<file path="config.mk">
export PLATFORM = sky130hd
export DESIGN_NAME = ff_share_pipe_flat
export DESIGN_NICKNAME = d
export VERILOG_FILES = /design/src/rtl/ff_share_pipe_if.sv /design/src/rtl/ff_share_pipe.sv /design/src/flat_wrapper.sv
export SDC_FILE = /design/constraint.sdc
export NUM_CORES = 1
export LEC_CHECK = 0
export ABC_CLOCK_PERIOD_IN_PS = 1600
export CAP_MARGIN = 20
export CELL_PAD_IN_SITES_DETAIL_PLACEMENT = 2
export CELL_PAD_IN_SITES_GLOBAL_PLACEMENT = 2
export CORE_MARGIN = 2
export CORE_UTILIZATION = 32
export DETAILED_ROUTE_END_ITERATION = 8
export PLACE_DENSITY_LB_ADDON = 0.1
export SYNTH_ARGS = -nofsm -noshare
export SYNTH_HDL_FRONTEND = slang
export SYNTH_SLANG_ARGS = --single-unit
export TNS_END_PERCENT = 100
</file>
<file path="constraint.sdc">
create_clock -name g_clk -period 1.6 [get_ports g_clk]
set_input_delay 0.16 -clock g_clk [delete_from_list [all_inputs] [get_ports g_clk]]
set_output_delay 0.16 -clock g_clk [all_outputs]
set_load 0.02 [all_outputs]
</file>
<file path="src/rtl/ff_share_pipe_if.sv">
// ff_share_pipe_if: handshake bundle for the masked share pipeline.
//   in_valid/in_ready/in_data    : producer -> pipeline beat
//   out_valid/out_ready/out_data : pipeline -> consumer beat
// Share k of a beat occupies bits [k*NB +: NB].
// master = environment side (producer + consumer), slave = pipeline side.
interface ff_share_pipe_if #(
  parameter int NB = 32,
  parameter int NS = 2
);
  logic             in_valid;
  logic             in_ready;
  logic [NS*NB-1:0] in_data;
  logic             out_valid;
  logic             out_ready;
  logic [NS*NB-1:0] out_data;

  modport master (output in_valid, in_data, out_ready,
                  input  in_ready, out_valid, out_data);
  modport slave  (input  in_valid, in_data, out_ready,
                  output in_ready, out_valid, out_data);
endinterface

</file>
<file path="src/rtl/ff_share_pipe.sv">
// ff_share_pipe: elastic DEPTH-stage register pipeline for NS masked shares of
// NB bits. Bubbles collapse, back-pressure stalls every full stage, flush and
// reset clear all state. With CLR_IDLE=1 a stage that empties is zeroised so
// no share value lingers once it has left the pipeline.
// Ports:
//   g_clk      clock (posedge)
//   g_resetn   synchronous active-low reset
//   flush      synchronous flush, same effect as reset
//   bus        in/out valid-ready handshake (ff_share_pipe_if.slave)
//   occupancy  number of valid stages
//   busy       any stage valid
module ff_share_pipe #(
  parameter int NB       = 32,
  parameter int NS       = 2,
  parameter int DEPTH    = 3,
  parameter bit CLR_IDLE = 1'b1
) (
  input  logic                       g_clk,
  input  logic                       g_resetn,
  input  logic                       flush,
  ff_share_pipe_if.slave             bus,
  output logic [$clog2(DEPTH+1)-1:0] occupancy,
  output logic                       busy
);
  localparam int OW = $clog2(DEPTH+1);

  // Shares are kept as separate NB-bit fields; each is only a mux plus a
  // register, nothing ever mixes bits of different shares.
  logic [DEPTH-1:0]                  v_q, v_d;
  logic [DEPTH-1:0][NS-1:0][NB-1:0]  data_q, data_d;
  logic [DEPTH-1:0]                  adv, load;
  logic [NS-1:0][NB-1:0]             in_shares;

  assign in_shares = bus.in_data;

  // adv[i] = v[i] & (!v[i+1] | adv[i+1]) unrolled: a stage moves when some
  // stage above it is empty or the whole run above it drains via out_ready.
  // Written with a running AND so no signal feeds back into itself.
  always_comb begin
    logic full_above;
    full_above = 1'b1;
    adv        = '0;
    for (int i = DEPTH-1; i >= 0; i--) begin
      adv[i]     = v_q[i] & (!full_above | bus.out_ready);
      full_above = full_above & v_q[i];
    end
  end

  assign bus.in_ready = g_resetn & !flush & (!v_q[0] | adv[0]);

  always_comb begin
    load    = '0;
    load[0] = bus.in_valid & bus.in_ready;
    for (int i = 1; i < DEPTH; i++) load[i] = adv[i-1];
  end

  always_comb begin
    v_d    = v_q;
    data_d = data_q;
    for (int i = 0; i < DEPTH; i++) begin
      v_d[i] = load[i] | (v_q[i] & !adv[i]);
      if (load[i]) begin
        data_d[i] = (i == 0) ? in_shares : data_q[(i == 0) ? 0 : i-1];
      end else if (CLR_IDLE && adv[i]) begin
        // Stage vacated with nothing following: wipe the stale shares.
        data_d[i] = '0;
      end
    end
  end

  always_ff @(posedge g_clk) begin
    if (!g_resetn || flush) begin
      v_q    <= '0;
      data_q <= '0;
    end else begin
      v_q    <= v_d;
      data_q <= data_d;
    end
  end

  assign bus.out_valid = v_q[DEPTH-1];
  assign bus.out_data  = data_q[DEPTH-1];

  always_comb begin
    occupancy = '0;
    for (int i = 0; i < DEPTH; i++) occupancy = occupancy + OW'(v_q[i]);
  end

  assign busy = |v_q;
endmodule

</file>
<file path="src/flat_wrapper.sv">
// flat-port wrapper written by rule: the top's interface ports become plain ports
module ff_share_pipe_flat 
#(
  parameter int NB       = 32,
  parameter int NS       = 2,
  parameter int DEPTH    = 3,
  parameter bit CLR_IDLE = 1'b1
)
  (g_clk, g_resetn, flush, occupancy, busy, bus_in_valid, bus_in_data, bus_out_ready, bus_in_ready, bus_out_valid, bus_out_data);
  ff_share_pipe_if #(.NB(NB), .NS(NS)) bus_i ();
  input  logic g_clk;
  input  logic g_resetn;
  input  logic flush;
  output logic [$clog2(DEPTH+1)-1:0] occupancy;
  output logic busy;
  input wire logic [$bits(bus_i.in_valid)-1:0] bus_in_valid;
  input wire logic [$bits(bus_i.in_data)-1:0] bus_in_data;
  input wire logic [$bits(bus_i.out_ready)-1:0] bus_out_ready;
  output wire logic [$bits(bus_i.in_ready)-1:0] bus_in_ready;
  output wire logic [$bits(bus_i.out_valid)-1:0] bus_out_valid;
  output wire logic [$bits(bus_i.out_data)-1:0] bus_out_data;
  assign bus_i.in_valid = bus_in_valid;
  assign bus_i.in_data = bus_in_data;
  assign bus_i.out_ready = bus_out_ready;
  assign bus_in_ready = bus_i.in_ready;
  assign bus_out_valid = bus_i.out_valid;
  assign bus_out_data = bus_i.out_data;
  ff_share_pipe #(.NB(NB), .NS(NS), .DEPTH(DEPTH), .CLR_IDLE(CLR_IDLE)) u_core (.g_clk(g_clk), .g_resetn(g_resetn), .flush(flush), .bus(bus_i), .occupancy(occupancy), .busy(busy));
endmodule
</file>
==> summary.txt, run 1 <==
Floorplan
  • Initial Utilization: 0.3239
  • IO Count: 138
  • Die height: 160.2 µm
  • FP Rows: 57
  • Std-Cell Core Area: approximately 24000 µm²
  • Die Wd: 160.2 µm
  • Die ar.: 25660 µm²

Worst setup path
  • Crit end category: output port
  • WP data arrival: 1.50 ns
  • WS Path Type: register to output port
  • CP Launch Type: register
  • R2r setup slk: around 0.060 ns
  • CP Max Fanout: 5
  • CP Data Required Time: 1.44 ns

Finish
  • Fin area: a little under 10000 µm²
  • Area Growth Syn to Fin: 27.44%
  • Post-layout util: 0.4127
  • Layout cell share with drive strength beyond 1: 0.09804
  • NumNets Final: 925
  • Diode count: 0
  • Filler cell count: 2606

Drt
  • Drt drc: 0
  • Mean number of vias per cell: about 5.3
  • Post-route antenna net violation count: 0
  • Avg WL per Cell: 21.26 µm
  • Router iterations before antenna repair: 6
  • Total vias in the final route: 6357
  • Number of DRC markers in iteration 0: between 200 and 300
  • Routed wire length: 25.32 mm

Synth
  • Async SR Flop Fraction: 0
  • Post-synth EDFFs: 0
  • Post-synth top area share: 0.5000
  • Yosys top cell by area: dfxtp_1
  • Synthesized area per cell: approximately 9.6 µm²
  • Post-synthesis simple-gate area fraction: 0.1032
  • Post-Syn Area: a little under 8000 µm²
  • #FFs+latches synth: 195
  • Synth Area in XOR/XNOR: 0
  • Syn nets: 880
  • Synth area leaders: dfxtp_1 50%, mux2i_1 8.2%, a32oi_1 7.2%
  • Synth Flop Type: dfxtp_1
  • Post-synthesis adder-cell area fraction: 0.002564
  • Seq/Total Area, Yosys: 0.5000
  • Synth warnings: 0
  • Yosys cell types: 24
  • Largest family of logic cells by synthesized area: compound AO/OA/AOI/OAI gates
  • Multiplexer area fraction after synthesis: 0.08381
  • Syn Inst Count: 810
  • Compound-Gate Fraction of Synth Area: 0.1869

Run status
  • Status: complete, but fails checks
  • Failing checks: negative setup slack

CTS
  • CTS Buf Count: 17
  • Clock Latency Late Sink: 0.43 ns
  • Reg clk slew, reported paths: 0.07 ns
  • H-tree Lvls: 4
  • CTS max path bufs: 2
  • CTS Root Cell: clkbuf_16
  • CTS sink count: 195
  • CTS tree: done

STA
  • Final worst slack: -0.06099 ns
  • Final Skew: 0.01027 ns
  • Fin Hold WS: roughly 0.28 ns
  • Final hold violations: 0
  • Worst slew pin tran: 0.8620 ns
  • FMAX: 602.1 MHz
  • Crit share post-route: 1.038
  • Final setup viols: 2
  • Crit path time final: 1.661 ns
  • Fin. max-slew vios: 0
  • Worst relative slew slack: 0.4253
  • Unrepaired setup endpoints after global routing: true

GRT
  • Initial antenna violation count: 0
  • GR Overflow Total: 0
  • First-pass GRT wire length: 39.26 mm
  • Largest net degree at the start of global routing: between 60 and 70
  • Number of global-route vias before repair: roughly 7200
  • Total GRT Usage: 0.1940

Pwr
  • Pleak: 3.811 nW
  • Power per cell area: between 1000 and 1500 nW/µm²
  • Maximum VDD drop: approximately 510 µV
  • Tot Pwr: slightly above 10 mW

Place
  • Placed Area: just over 9000 µm²
  • IO buf count: 137
  • DP Wirelength: roughly 15 mm
  • Routability Congestion: 0.7351

Flow run
  • Max-cap violations: 0

Worst hold path
  • Hold Crit Class: input port to register
[worst max-delay path: stages, from the launching register on]
cell and delay (ns):
dfxtp_2 0.35, fa_2 0.59, buf_6 0.13
[worst paths after layout]
kind                          start                  to  cells past startpoint
setup / recovery      u_core.v_q[0]        occupancy[0]                      2
hold / removal       bus_in_data[8]    u_core.data_q[8]                      3
setup reg to reg      u_core.v_q[1]   u_core.data_q[31]                      6
hold reg to reg   u_core.data_q[50]  u_core.data_q[114]                      2
[synth_stat cells, types with 2 or more instances]
cell	count
buf_8	6
nand2b_1	3
o211ai_1	64
dfxtp_1	195
a21oi_1	2
clkbuf_1	37
nand2_1	128
a32oi_1	64
buf_6	8
buf_2	27
o22ai_1	64
buf_4	65
buf_1	5
nor2_1	69
mux2i_1	64
[cell type report]
class | instances | area (µm²) | area share
Timing Repair Buffer | 174 | 2013 | 0.2023
Sequential cell | 195 | 3910 | 0.3930
Tap cell | 324 | 405.4 | 0.04074
Multi-Input combinational cell | 466 | 2983 | 0.2998
Clock buffer | 21 | 460.4 | 0.04628
Inverter | 1 | 6.256 | 0.0006288
Clock inverter | 10 | 171.4 | 0.01723
[state kept, by name (all words and copies together) (netlist names)]
| register | count |
|---|---|
| u_core.v_q | 3 |
| u_core.data_q | 128 |
| u_core.bus.out_data | 64 |
[per-stage QoR]
step	worst slack, ns	TNS, ns	std cells
floorplan	0.1515	0	810
global placement	-0.2514	-33.89	1154
detailed placement	-0.3680	-47.52	1154
CTS	-0.09375	-0.1394	1187
global route	-0.1089	-0.1824	1191
finish	-0.06099	-0.07423	1191
[power by group]
| part | internal [mW] | total [mW] | switching (mW) |
|---|---|---|---|
| logic | 0.334 | 0.710 | 0.376 |
| clock network | 2.72 | 4.65 | 1.93 |
| registers | 4.91 | 4.93 | 0.0194 |
[placed cells by master, fill, tap and decap left out]
cell type        count
a21boi_4             1
a21oi_1              2
a32oi_1             64
and2b_2              1
and4b_4              1
buf_12              22
buf_2                2
buf_4               10
buf_6                4
bufinv_16            4
clkbuf_1             2
clkbuf_16           20
clkbuf_8             2
clkdlybuf4s50_1     90
clkinv_4             1
clkinvlp_4           1
dfxtp_1            192
dfxtp_2              2
dfxtp_4              1
dlygate4sd2_1       19
dlymetal6s2s_1      24
fa_2                 1
inv_4                1
inv_6                4
mux2i_1             64
mux2i_4              1
nand2_1            128
nand2b_2             2
nand2b_4             1
nor2_1              68
nor2_2               1
nor2_4               1
nor2b_4              1
o211ai_1            64
o22ai_1             64
or3_1                1
[cells by family after synthesis]
| family | count (synthesis) |
|---|---|
| and+or+nand+nor | 205 |
| AOI/OAI and AO/OA | 195 |
| DFF | 195 |
| buffers and inverters | 149 |
| muxes | 65 |
| adders and majority gates | 1 |
[repair_timing]
item | CTS | global route
buffers inserted | 2 | 1
resized for setup | 39 | 31
setup endpoints to repair | 77 | 62
cloned | 0 | 3
hold buffers | 0 | 0
pin swaps | 1 | 2
[per-layer routing]
layer,wire (µm),up-vias,GRT usage
li1,-,2949,-
met1,11320,3262,0.2348
met2,13040,134,0.3526
met3,792,12,0.04104
met4,167,0,0.04341
met5,0,-,0
Power figures use the tool's default switching activity.
==> inputs of run 2 (changes only) <==
--- a/config.mk
+++ b/config.mk
@@ -10,9 +10,10 @@
 export CELL_PAD_IN_SITES_DETAIL_PLACEMENT = 2
 export CELL_PAD_IN_SITES_GLOBAL_PLACEMENT = 2
 export CORE_MARGIN = 2
-export CORE_UTILIZATION = 32
+export CORE_UTILIZATION = 39
 export DETAILED_ROUTE_END_ITERATION = 8
-export PLACE_DENSITY_LB_ADDON = 0.1
+export DONT_BUFFER_PORTS = 1
+export PLACE_DENSITY = 0.75
 export SYNTH_ARGS = -nofsm -noshare
 export SYNTH_HDL_FRONTEND = slang
 export SYNTH_SLANG_ARGS = --single-unit
==> summary.txt, run 2 (synthesis gave the netlist of run 1 again) <==
Run status
  • Status: complete, but fails checks (unchanged)
  • Failing checks: negative setup slack (unchanged)

Worst setup path
  • CP Max Fanout: 2 (was 5)
  • Worst Setup SP: u_core.v_q[1] (was u_core.v_q[0])
  • WP data arrival: 1.54 ns (was 1.50 ns)
  • Cell Chain, Critical Path: buf_8 > fa_2 (was fa_2 > buf_6)
  • CP Launch Type: register (unchanged)
  • Slowest cell delay on critical path: 0.63 ns (was 0.59 ns)
  • CP Data Required Time: 1.44 ns (about the same)
  • Crit end category: output port (unchanged)
  • Crit-path slowest cell: fa_2 (unchanged)
  • Critical R2R Launch: u_core.v_q[1] (unchanged)
  • WS Path Type: register to output port (unchanged)

STA
  • Worst relative slew slack: 0.7166 (was 0.4253)
  • Worst slew pin tran: 0.4251 ns (was 0.8620 ns)
  • Unrepaired setup endpoints after global routing: true (unchanged)
  • Final hold violations: 0 (unchanged)
  • Crit share post-route: 1.062 (was 1.038)
  • Final worst slack: -0.09869 ns (was -0.06099 ns)
  • Fin. max-slew vios: 0 (unchanged)
  • Final setup viols: 14 (was 2)
  • FMAX: 588.7 MHz (was 602.1 MHz)
  • Crit path time final: 1.699 ns (was 1.661 ns)
  • Final Skew: 0.009964 ns (was 0.01027 ns)

Floorplan
  • Die Wd: 145.5 µm (was 160.2 µm)
  • Die height: 145.5 µm (was 160.2 µm)
  • IO Count: 138 (unchanged)
  • Die ar.: 21170 µm² (was 25660 µm²)
  • FP Rows: 51 (was 57)
  • Initial Utilization: 0.3998 (was 0.3239)
  • Std-Cell Core Area: 19530 µm² (was 24110 µm²)

GRT
  • First-pass GRT wire length: 38.76 mm (was 39.26 mm)
  • GR Overflow Total: 0 (unchanged)
  • Total GRT Usage: 0.2300 (was 0.1940)
  • Number of global-route vias before repair: 6879 (was 7161)
  • Initial antenna violation count: 2 (was 0)
  • Largest net degree at the start of global routing: 65 (was 68)

Pwr
  • Power per cell area: 1090 nW/µm² (was 1034 nW/µm²)
  • Maximum VDD drop: 725.2 µV (was 512.3 µV)
  • Pleak: 3.049 nW (was 3.811 nW)
  • Tot Pwr: 10.05 mW (was 10.28 mW)

Finish
  • Area Growth Syn to Fin: 18.04% (was 27.44%)
  • Max FFs per register: 128 (unchanged)
  • Fin area: 9216 µm² (was 9950 µm²)
  • Finished Layout Cells: 1071 (was 1191)
  • Most common cell after layout, fill and taps aside: dfxtp_1 (unchanged)
  • Layout cell share with drive strength beyond 1: 0.1281 (was 0.09804)
  • Most frequent cells in the layout: 192 x dfxtp_1, 128 x nand2_1, 68 x nor2_1 (was 192 x dfxtp_1, 128 x nand2_1, 90 x clkdlybuf4s50_1)
  • Largest reg by FF count: u_core.data_q (unchanged)
  • NumNets Final: 861 (was 925)

Place
  • IO buf count: 0 (was 137)
  • Pre-CTS setup slack: 0.09121 ns (was -0.3680 ns)
  • Routability Congestion: 0.7922 (was 0.7351)
  • Placed Instances: 956 (was 1154)
  • DP Wirelength: 14.25 mm (was 15.40 mm)
  • Placed Area: 7594 µm² (was 9139 µm²)

Worst hold path
  • Worst Min Path Start: g_resetn (was bus_in_data[8])
  • Hold Crit Class: input port to register (unchanged)

Drt
  • Routed wire length: 26.44 mm (was 25.32 mm)
  • Drt drc: 0 (unchanged)
  • Mean number of vias per cell: 5.755 (was 5.338)
  • Number of DRC markers in iteration 0: 316 (was 288)
  • Router iterations before antenna repair: 4 (was 6)
  • Avg WL per Cell: 24.69 µm (was 21.26 µm)
  • Total vias in the final route: 6164 (was 6357)
  • Post-route antenna net violation count: 0 (unchanged)

CTS
  • CTS Root Cell: clkbuf_16 (unchanged)
  • H-tree Lvls: 4 (unchanged)
  • Clock Latency Late Sink: 0.43 ns (about the same)
  • CTS max path bufs: 2 (unchanged)
  • CTS sink count: 195 (unchanged)
  • CTS Buf Count: 17 (unchanged)
  • CTS tree: done (unchanged)
  • Reg clk slew, reported paths: 0.07 ns (about the same)

Flow run
  • Max-cap violations: 0 (unchanged)
==> run 2: path summary, 6_finish.rpt <==
| check | endpoint | slack [ns] | cells after the start |
|---|---|---|---|
| worst max register to register | u_core.bus.out_data[33] | -0.07 | 8 |
| worst min register to register | u_core.data_q[118] | 0.47 | 2 |
| worst max-delay path | occupancy[0] | -0.1 | 2 |
| worst min-delay path | u_core.v_q[2] | 0.11 | 2 |
==> run 2: area by class of cell <==
type / instances / area [µm²]
well taps: 265 / 331.6
multi-input cells: 466 / 3077
diodes: 2 / 5.005
repair buffers: 110 / 1279
clock inverters: 12 / 153.9
fillers: 2001 / 10310
inverters: 1 / 3.754
clock buffers: 20 / 456.7
flip-flops and latches: 195 / 3910
==> run 2: power by group <==
group          internal, mW  switching, mW  leakage (nW)
Combinational         0.286          0.376          1.18
Sequential             4.91         0.0219          1.58
Clock                  2.55           1.91         0.292
==> run 2: metal layers <==
layer	track usage	share of wire	vias to the layer above
li1	-	-	2820
met2	0.4173	0.52	147
met5	0	0	-
met3	0.05517	0.050	33
met4	0.09069	0.019	0
met1	0.2600	0.41	3164
==> run 2: what timing repair did <==
item,in CTS,in global routing
hold endpoints to repair,65,0
resized for setup,8,29
hold buffers,65,0
cloned,0,5
pin swaps,3,8
setup endpoints to repair,4,144
setup buffers,4,7
==> run 2: worst max-delay path: cells and delay by family (launching register included) <==
kind,cells,cell delay (ns)
flops,1,0.36
buf+inv,1,0.12
fa+ha+maj,1,0.63
==> run 2: metrics by stage <==
step                setup TNS [ns]    util  hold slack (ns)
CTS                        -0.2593  0.4563          0.08305
global placement                 0  0.3889           0.2911
detailed placement               0  0.3889           0.2977
finish                     -0.4623  0.4720           0.1050
floorplan                        0       -           0.2807
global route                -2.200  0.4720           0.1143
